$ cat src/rtl/fetch_stage.sv
// Instruction-fetch stage: PC, program-memory address and instruction register.
// Optional FETCH_PERF_EN adds saturating fetch/bubble counters.
module fetch_stage #(
  parameter int          ADDR_W   = 8,
  parameter logic [ADDR_W-1:0] RESET_PC = '0,
  parameter logic [31:0] NOP_INS  = 32'h0
) (
  input  logic              clk,
  input  logic              reset,
  input  logic              stall,
  input  logic              stall_pm,
  input  logic              branch_en,
  input  logic [ADDR_W-1:0] branch_addr,
  input  logic [31:0]       pm_data,
  output logic [ADDR_W-1:0] pm_addr,
  output logic [31:0]       ir,
  output logic [ADDR_W-1:0] ir_pc,
  output logic              ir_valid,
`ifdef FETCH_PERF_EN
  output logic [15:0]       fetch_cnt,
  output logic [15:0]       bubble_cnt,
`endif
  output logic [5:0]        op
);

  logic [ADDR_W-1:0] pc_q, pc_d;
  logic [31:0]       ir_q, ir_d;
  logic [ADDR_W-1:0] ir_pc_q, ir_pc_d;
  logic              ir_valid_q, ir_valid_d;

  always_comb begin
    pc_d       = pc_q;
    ir_d       = ir_q;
    ir_pc_d    = ir_pc_q;
    ir_valid_d = ir_valid_q;
    unique case (1'b1)
      branch_en: begin
        // Redirect flushes the word fetched from the old path.
        pc_d       = branch_addr;
        ir_d       = NOP_INS;
        ir_valid_d = 1'b0;
      end
      default: begin
        if (!stall) begin
          pc_d = pc_q + 1'b1;
        end
        if (stall_pm) begin
          ir_d       = NOP_INS;
          ir_valid_d = 1'b0;
        end else begin
          ir_d       = pm_data;
          ir_pc_d    = pc_q;
          ir_valid_d = 1'b1;
        end
      end
    endcase
  end

  always_ff @(posedge clk or negedge reset) begin
    if (!reset) begin
      pc_q       <= RESET_PC;
      ir_q       <= NOP_INS;
      ir_pc_q    <= RESET_PC;
      ir_valid_q <= 1'b0;
    end else begin
      pc_q       <= pc_d;
      ir_q       <= ir_d;
      ir_pc_q    <= ir_pc_d;
      ir_valid_q <= ir_valid_d;
    end
  end

  assign pm_addr  = pc_q;
  assign ir       = ir_q;
  assign ir_pc    = ir_pc_q;
  assign ir_valid = ir_valid_q;
  assign op       = ir_q[31:26];

`ifdef FETCH_PERF_EN
  logic [15:0] fetch_cnt_q, fetch_cnt_d;
  logic [15:0] bubble_cnt_q, bubble_cnt_d;

  // Every non-reset edge loads either a real word or a bubble.
  always_comb begin
    fetch_cnt_d  = fetch_cnt_q;
    bubble_cnt_d = bubble_cnt_q;
    if (ir_valid_d) begin
      if (fetch_cnt_q != 16'hFFFF) begin
        fetch_cnt_d = fetch_cnt_q + 16'd1;
      end
    end else begin
      if (bubble_cnt_q != 16'hFFFF) begin
        bubble_cnt_d = bubble_cnt_q + 16'd1;
      end
    end
  end

  always_ff @(posedge clk or negedge reset) begin
    if (!reset) begin
      fetch_cnt_q  <= '0;
      bubble_cnt_q <= '0;
    end else begin
      fetch_cnt_q  <= fetch_cnt_d;
      bubble_cnt_q <= bubble_cnt_d;
    end
  end

  assign fetch_cnt  = fetch_cnt_q;
  assign bubble_cnt = bubble_cnt_q;
`endif

endmodule
$ cat config.mk
export PLATFORM = sky130hd
export DESIGN_NAME = fetch_stage
export DESIGN_NICKNAME = d
export VERILOG_FILES = /design/src/rtl/fetch_stage.sv
export SDC_FILE = /design/constraint.sdc
export NUM_CORES = 1
export LEC_CHECK = 0
export ABC_AREA = 1
export CAP_MARGIN = 20
export CORE_AREA = 2 2 74 76
export CTS_CLUSTER_DIAMETER = 100
export DETAILED_ROUTE_END_ITERATION = 8
export DIE_AREA = 0 0 76 78
export GPL_TIMING_DRIVEN = 0
export PLACE_DENSITY_LB_ADDON = 0.08
export SETUP_SLACK_MARGIN = 0.3
export SLEW_MARGIN = 0
export SYNTH_ARGS = -nofsm -noshare
export SYNTH_HDL_FRONTEND = slang
export SYNTH_SLANG_ARGS = --single-unit
$ cat constraint.sdc
create_clock -name clk -period 1.3 [get_ports clk]
set_input_delay 0.26 -clock clk [delete_from_list [all_inputs] [get_ports clk]]
set_output_delay 0.26 -clock clk [all_outputs]
set_load 0.01 [all_outputs]
Word-level counts from Yosys, hierarchy flattened
Index checks and enable logic that the tools add are counted.
{ "op_classes": {"add_sub_neg": 1, "n_mul": 0, "n_div": 0, "magnitude_cmp": 0, "n_eq_ne": 1, "shifts": 0, "n_mux": 6, "bitwise_logic": 2, "n_reduce_logical": 1} }
{ "ops": {"columns": ["cell", "count"], "rows": [
  ["two-way mux 32 bit", 2],
  ["two-way mux 8 bit", 2],
  ["adder 8 x 1 -> 8 bit (second input constant)", 1],
  ["two-way mux 1 bit", 2],
  ["inequality test 2 x 1 -> 1 bit (second input constant)", 1],
  ["NOT 1 bit", 2],
  ["AND reduction 2 bit", 1]
]} }
{ "totals": {"ff_bits": 49, "latch_bits": 0, "mem_bits_rw": 0, "rom_bits": 0, "in_bits": 45, "out_inout_bits": 55, "elab_cells": 15, "memories": 0} }

Depth between registers and ports, before layout
{ "logic_depth": {"word_depth": 3, "depth_mapped": 6, "mapped_depth_nobuf": 6} }

Worst setup path after synthesis
No wires, ideal clock.
{ "synth_path": {"path_kind": "flip-flop to flip-flop", "startpoint": "register pc_q[1] (netlist: pm_addr[1])", "endpoint": "register pc_q[6] (netlist: pm_addr[6])", "setup_ns": 0.117, "t_arrival_ns": 1.017, "required_ns": 1.183, "path_slack_ns": 0.166, "stages_incl_launch_ff": 7, "n_path_buf": 0, "period_less_slack_ns": 1.134, "cell_sequence": "dfrtp_1 ha_1 nand3_1 nor2_1 nand2_1 nand3_1 nand2_1"} }
{ "synth_via": {"elab_chain_cells": 3} }
{ "synth_lines": {"columns": ["element", "line", "source"], "rows": [
  ["start, declared", "26", "logic [ADDR_W-1:0] pc_q, pc_d;"],
  ["start signal, assigned", "66", "pc_q <= pc_d;"],
  ["adder 8 x 1 -> 8 bit", "45", "pc_d = pc_q + 1'b1;"],
  ["two-way mux 8 bit", "44", "if (!stall) begin"],
  ["two-way mux 8 bit", "36", "unique case (1'b1)"]
]} }
No other way between the ends. The select of a mux whose other input is x is not followed.
A chain may end at the register's enable or synchronous reset.

Worst setup path after layout
{ "layout_path": {"startpoint": "register ir_q[29] (netlist: ir[29])", "endpoint": "output op[3]"} }
{ "layout_lines": {"columns": ["element", "line", "source"], "rows": [
  ["start, declared", "27", "logic [31:0] ir_q, ir_d;"],
  ["start signal, assigned", "67", "ir_q <= ir_d;"],
  ["end, declared", "23", "output logic [5:0] op"]
]} }
No word-level cell between the ends.

==> impl_results.md <==
* Slew at the pin with the worst max-slew slack at 0.595 ns
* Initial antenna violation count at 0
* Half-perimeter wire length of the detailed placement result at about 3.5 mm
* Die height at 78 um
* Largest fanout of any net on the critical path at 2
* Static leakage power at 0.00186 uW
* Worst Hold Margin at -0.0337 ns
* Register bit total from synthesis at 49
* Proportion of layout cells with a drive suffix above 1 at about two fifths
* Clock-pin slew reported for the worst setup and hold paths after clock tree synthesis at 0.08 ns
* Die Outline Area at 5930 sq um
* Clk sink count at ~50
* Final worst-path cycle share at approximately nine tenths
* Final Routed Wirelength at ~5 mm
* Cell-internal power at 2520 uW
* Category of cells accounting for the largest share of critical-path delay: flip-flops
* Pin count of the biggest net entering global routing at 26
* Number of warnings reported in the yosys synthesis log at 0
* Capturing point of the worst reg2reg path: pm_addr[4]$_DFFE_PN0P_
* Worst EP required at between 1 and 1.5 ns
* Maximum buffer depth of the clock tree at 2
* Design Area, Final at about 3400 sq um
* Failing checks: hold timing
* Worst R2R Setup Slack at 0.17 ns
* Worst vdd rail ir drop at 0.527 mV
* Top Ports at 100
* GR Overflow Total at 0
* Total power at 3450 uW
* RSZ-0062 raised after global routing: yes
* Data arrival, critical path at roughly 0.9 ns
* Final slew viol count at 0
* Number of global-route vias before repair at 1765
* Worst clock skew at 0.00397 ns
* Reg2Reg Launch Point: pm_addr[1]$_DFFE_PN0P_
* Syn_nets at 258
* Total CTS buffers at 5
* Library cells used by synthesis at 20
* Total global-route track usage at 17.9%
* Row count at 26
* Clk pwr share at 24.4%
* Detailed-routing iteration count for the pre-antenna-repair pass at 4
* Gate Count Post-Synth at 212
* Number of port buffers at between 90 and 100
* Via count normalized by instance count at 4.23
* Chain of cells forming the critical path: buf_6 > buf_6
* Startpoint kind of the worst setup timing path: flop
* Area post-placement at between 3000 and 4000 sq um
* Post-route setup slack at 0.121 ns
* Leading post-synthesis cells by instance count: dfrtp_1, inv_1, nand2_1
* Initial cell density of the core at 39.9%
* Detail Route Antenna Nets at 0
* Clock tree from TritonCTS: built
* Number of synthesized flops with an enable pin at 0
* Min cycle time layout at 1.18 ns
* Register share of total power at 48.9%
* Switching share of power at 26.9%
* Fraction of the yosys area taken by sequential cells at 60.9%
* Final core occ at 67.0%
* Vias after detailed routing at approximately 1800
* Routed wire length per instance at 12.2 um
* HP Class: primary input to asynchronous set/reset pin
* Ys flop type: dfrtp_1
* Combined area of all synthesized cells at approximately 2000 sq um
* Clock latency on the worst-skew pair at about 0.29 ns
* Starting DRC count in detailed routing at 72
* Pwr/cell area at 1020 nW/um^2
* Number of nets at the end of the flow at between 300 and 400
* Switching component of the power at approximately 930 uW
* Number of diodes at 0
* Final weighted congestion in routability-driven placement at 0.725
* H-tree depth at 2
* Crit end category: output port
* Library cell contributing the largest single delay on the critical path: dfrtp_1
* Normalized max-slew margin at 60.4%
* Depth of the critical timing path with buffers and inverters included at 2
* Worst slack, placed at -0.144 ns
* Library cell used as clock root buffer: clkbuf_8
* Most instantiated library cell after synthesis: dfrtp_1
* DRC errors left at 0
* Post-synthesis to final-layout area growth at 67.8%
* Peak clock frequency supported by timing at between 800 and 900 MHz
* Combinational power share at 26.7%
* Area of the core at 5040 sq um
* Total negative slack at 0 ns
* Mean area per synthesized cell at 9.49 sq um
* Top-area cell type share of the netlist area at 60.9%
* Number of buffer and inverter instances along the worst setup path at 2
* Top cells by area, synth: dfrtp_1, inv_1, nand2_1
* CP max stage delay at 0.41 ns
* Proportion of register bits with asynchronous set or reset after synthesis at 100%
* Number of maximum-capacitance constraint violations at 0
* Crit Path Category: flop to output port
* Cell accounting for the most synthesized area: dfrtp_1
* Number of cells on the worst reg-to-reg path at 6
* Width of the die at ~76 um
* Wire length of the first global-routing pass at roughly 8.5 mm
* Count of endpoints failing hold in the final timing report at 24
* Run status: finished with violations
* Final setup fails at 0
* Most repeated library cell on the critical path: buf_6
layout make-up:
type	instances	area (sq um)
clock buffer	8	80.1
inverter	45	178
sequential	49	1230
multi-input combinational	107	601
buffer	11	124
tap	70	87.6
timing repair buffer	126	1080
fill	451	1670
flip-flops by register name, indices dropped and copies added (netlist names):
name and cells:
ir_pc 8, pm_addr 8, ir 32, ir_valid 1
per-stage QoR:
step | hold WS, ns | cells
after floorplan | -0.0356 | 212
after CTS | -0.0211 | 407
after global routing | -0.00457 | 416
final | -0.0337 | 416
after global placement | 0.461 | 381
after detailed placement | 0.293 | 382
kinds of logic (layout without fill, tap and decap cells):
logic type      count (synthesis)  count (layout)  synth area share (%)
simple gates                   91              91                  19.2
buf+inv                        56             190                  13.7
flops                          49              49                  60.9
compound gates                 14              14                  5.10
fa+ha+maj                       1               1                 0.622
xor+xnor                        1               1                 0.435
placed cells by master (no fill, tap or decap), drive strengths merged:
cell,count
o21ai,12
clkdlybuf4s50,40
dlygate4sd2,2
nand3,9
dlymetal6s2s,1
o211ai,2
ha,1
inv,44
dfrtp,49
clkbuf,8
buf,94
nand2,43
nor2,39
xor2,1
clkinvlp,1
power by group through the flow:
stage	clock network [uW]	logic (uW)	registers, uW
2_1_floorplan	0	225	1780
3_5_place_dp	0	725	1730
5_1_grt	938	1000	1700
6_report	844	923	1690
4_1_cts	865	807	1680
3_3_place_gp	0	709	1730
worst max-delay path by stage:
stage,slack (ns),from,to
finish,0.12,ir[29]$_DFF_PN0_,op[3]
detailed placement,-0.14,branch_en,pm_addr[2]$_DFFE_PN0P_
CTS,0.11,ir[29]$_DFF_PN0_,op[3]
global placement,-1.63,reset,pm_addr[1]$_DFFE_PN0P_
floorplan,0.23,pm_addr[0]$_DFFE_PN0P_,pm_addr[6]$_DFFE_PN0P_
global route,0.08,ir[29]$_DFF_PN0_,op[3]
routing by layer:
metal / GRT usage [%] / share of wire, % / vias up / wire length (um)
li1: - / - / 878 / -
met1: 22.5 / 41 / 818 / 2110
met2: 31.6 / 52 / 60 / 2650
met3: 3.60 / 5.5 / 5 / 278
met4: 4.91 / 0.87 / 0 / 44
met5: 0 / 0 / - / 0
what timing repair did:
item	4_1_cts	5_1_grt
pin swaps	3	6
resized for setup	250	29
endpoints found under the setup margin	103	63
setup buffers	17	9
hold endpoints to repair	24	13
Power figures use the tool's default switching activity.
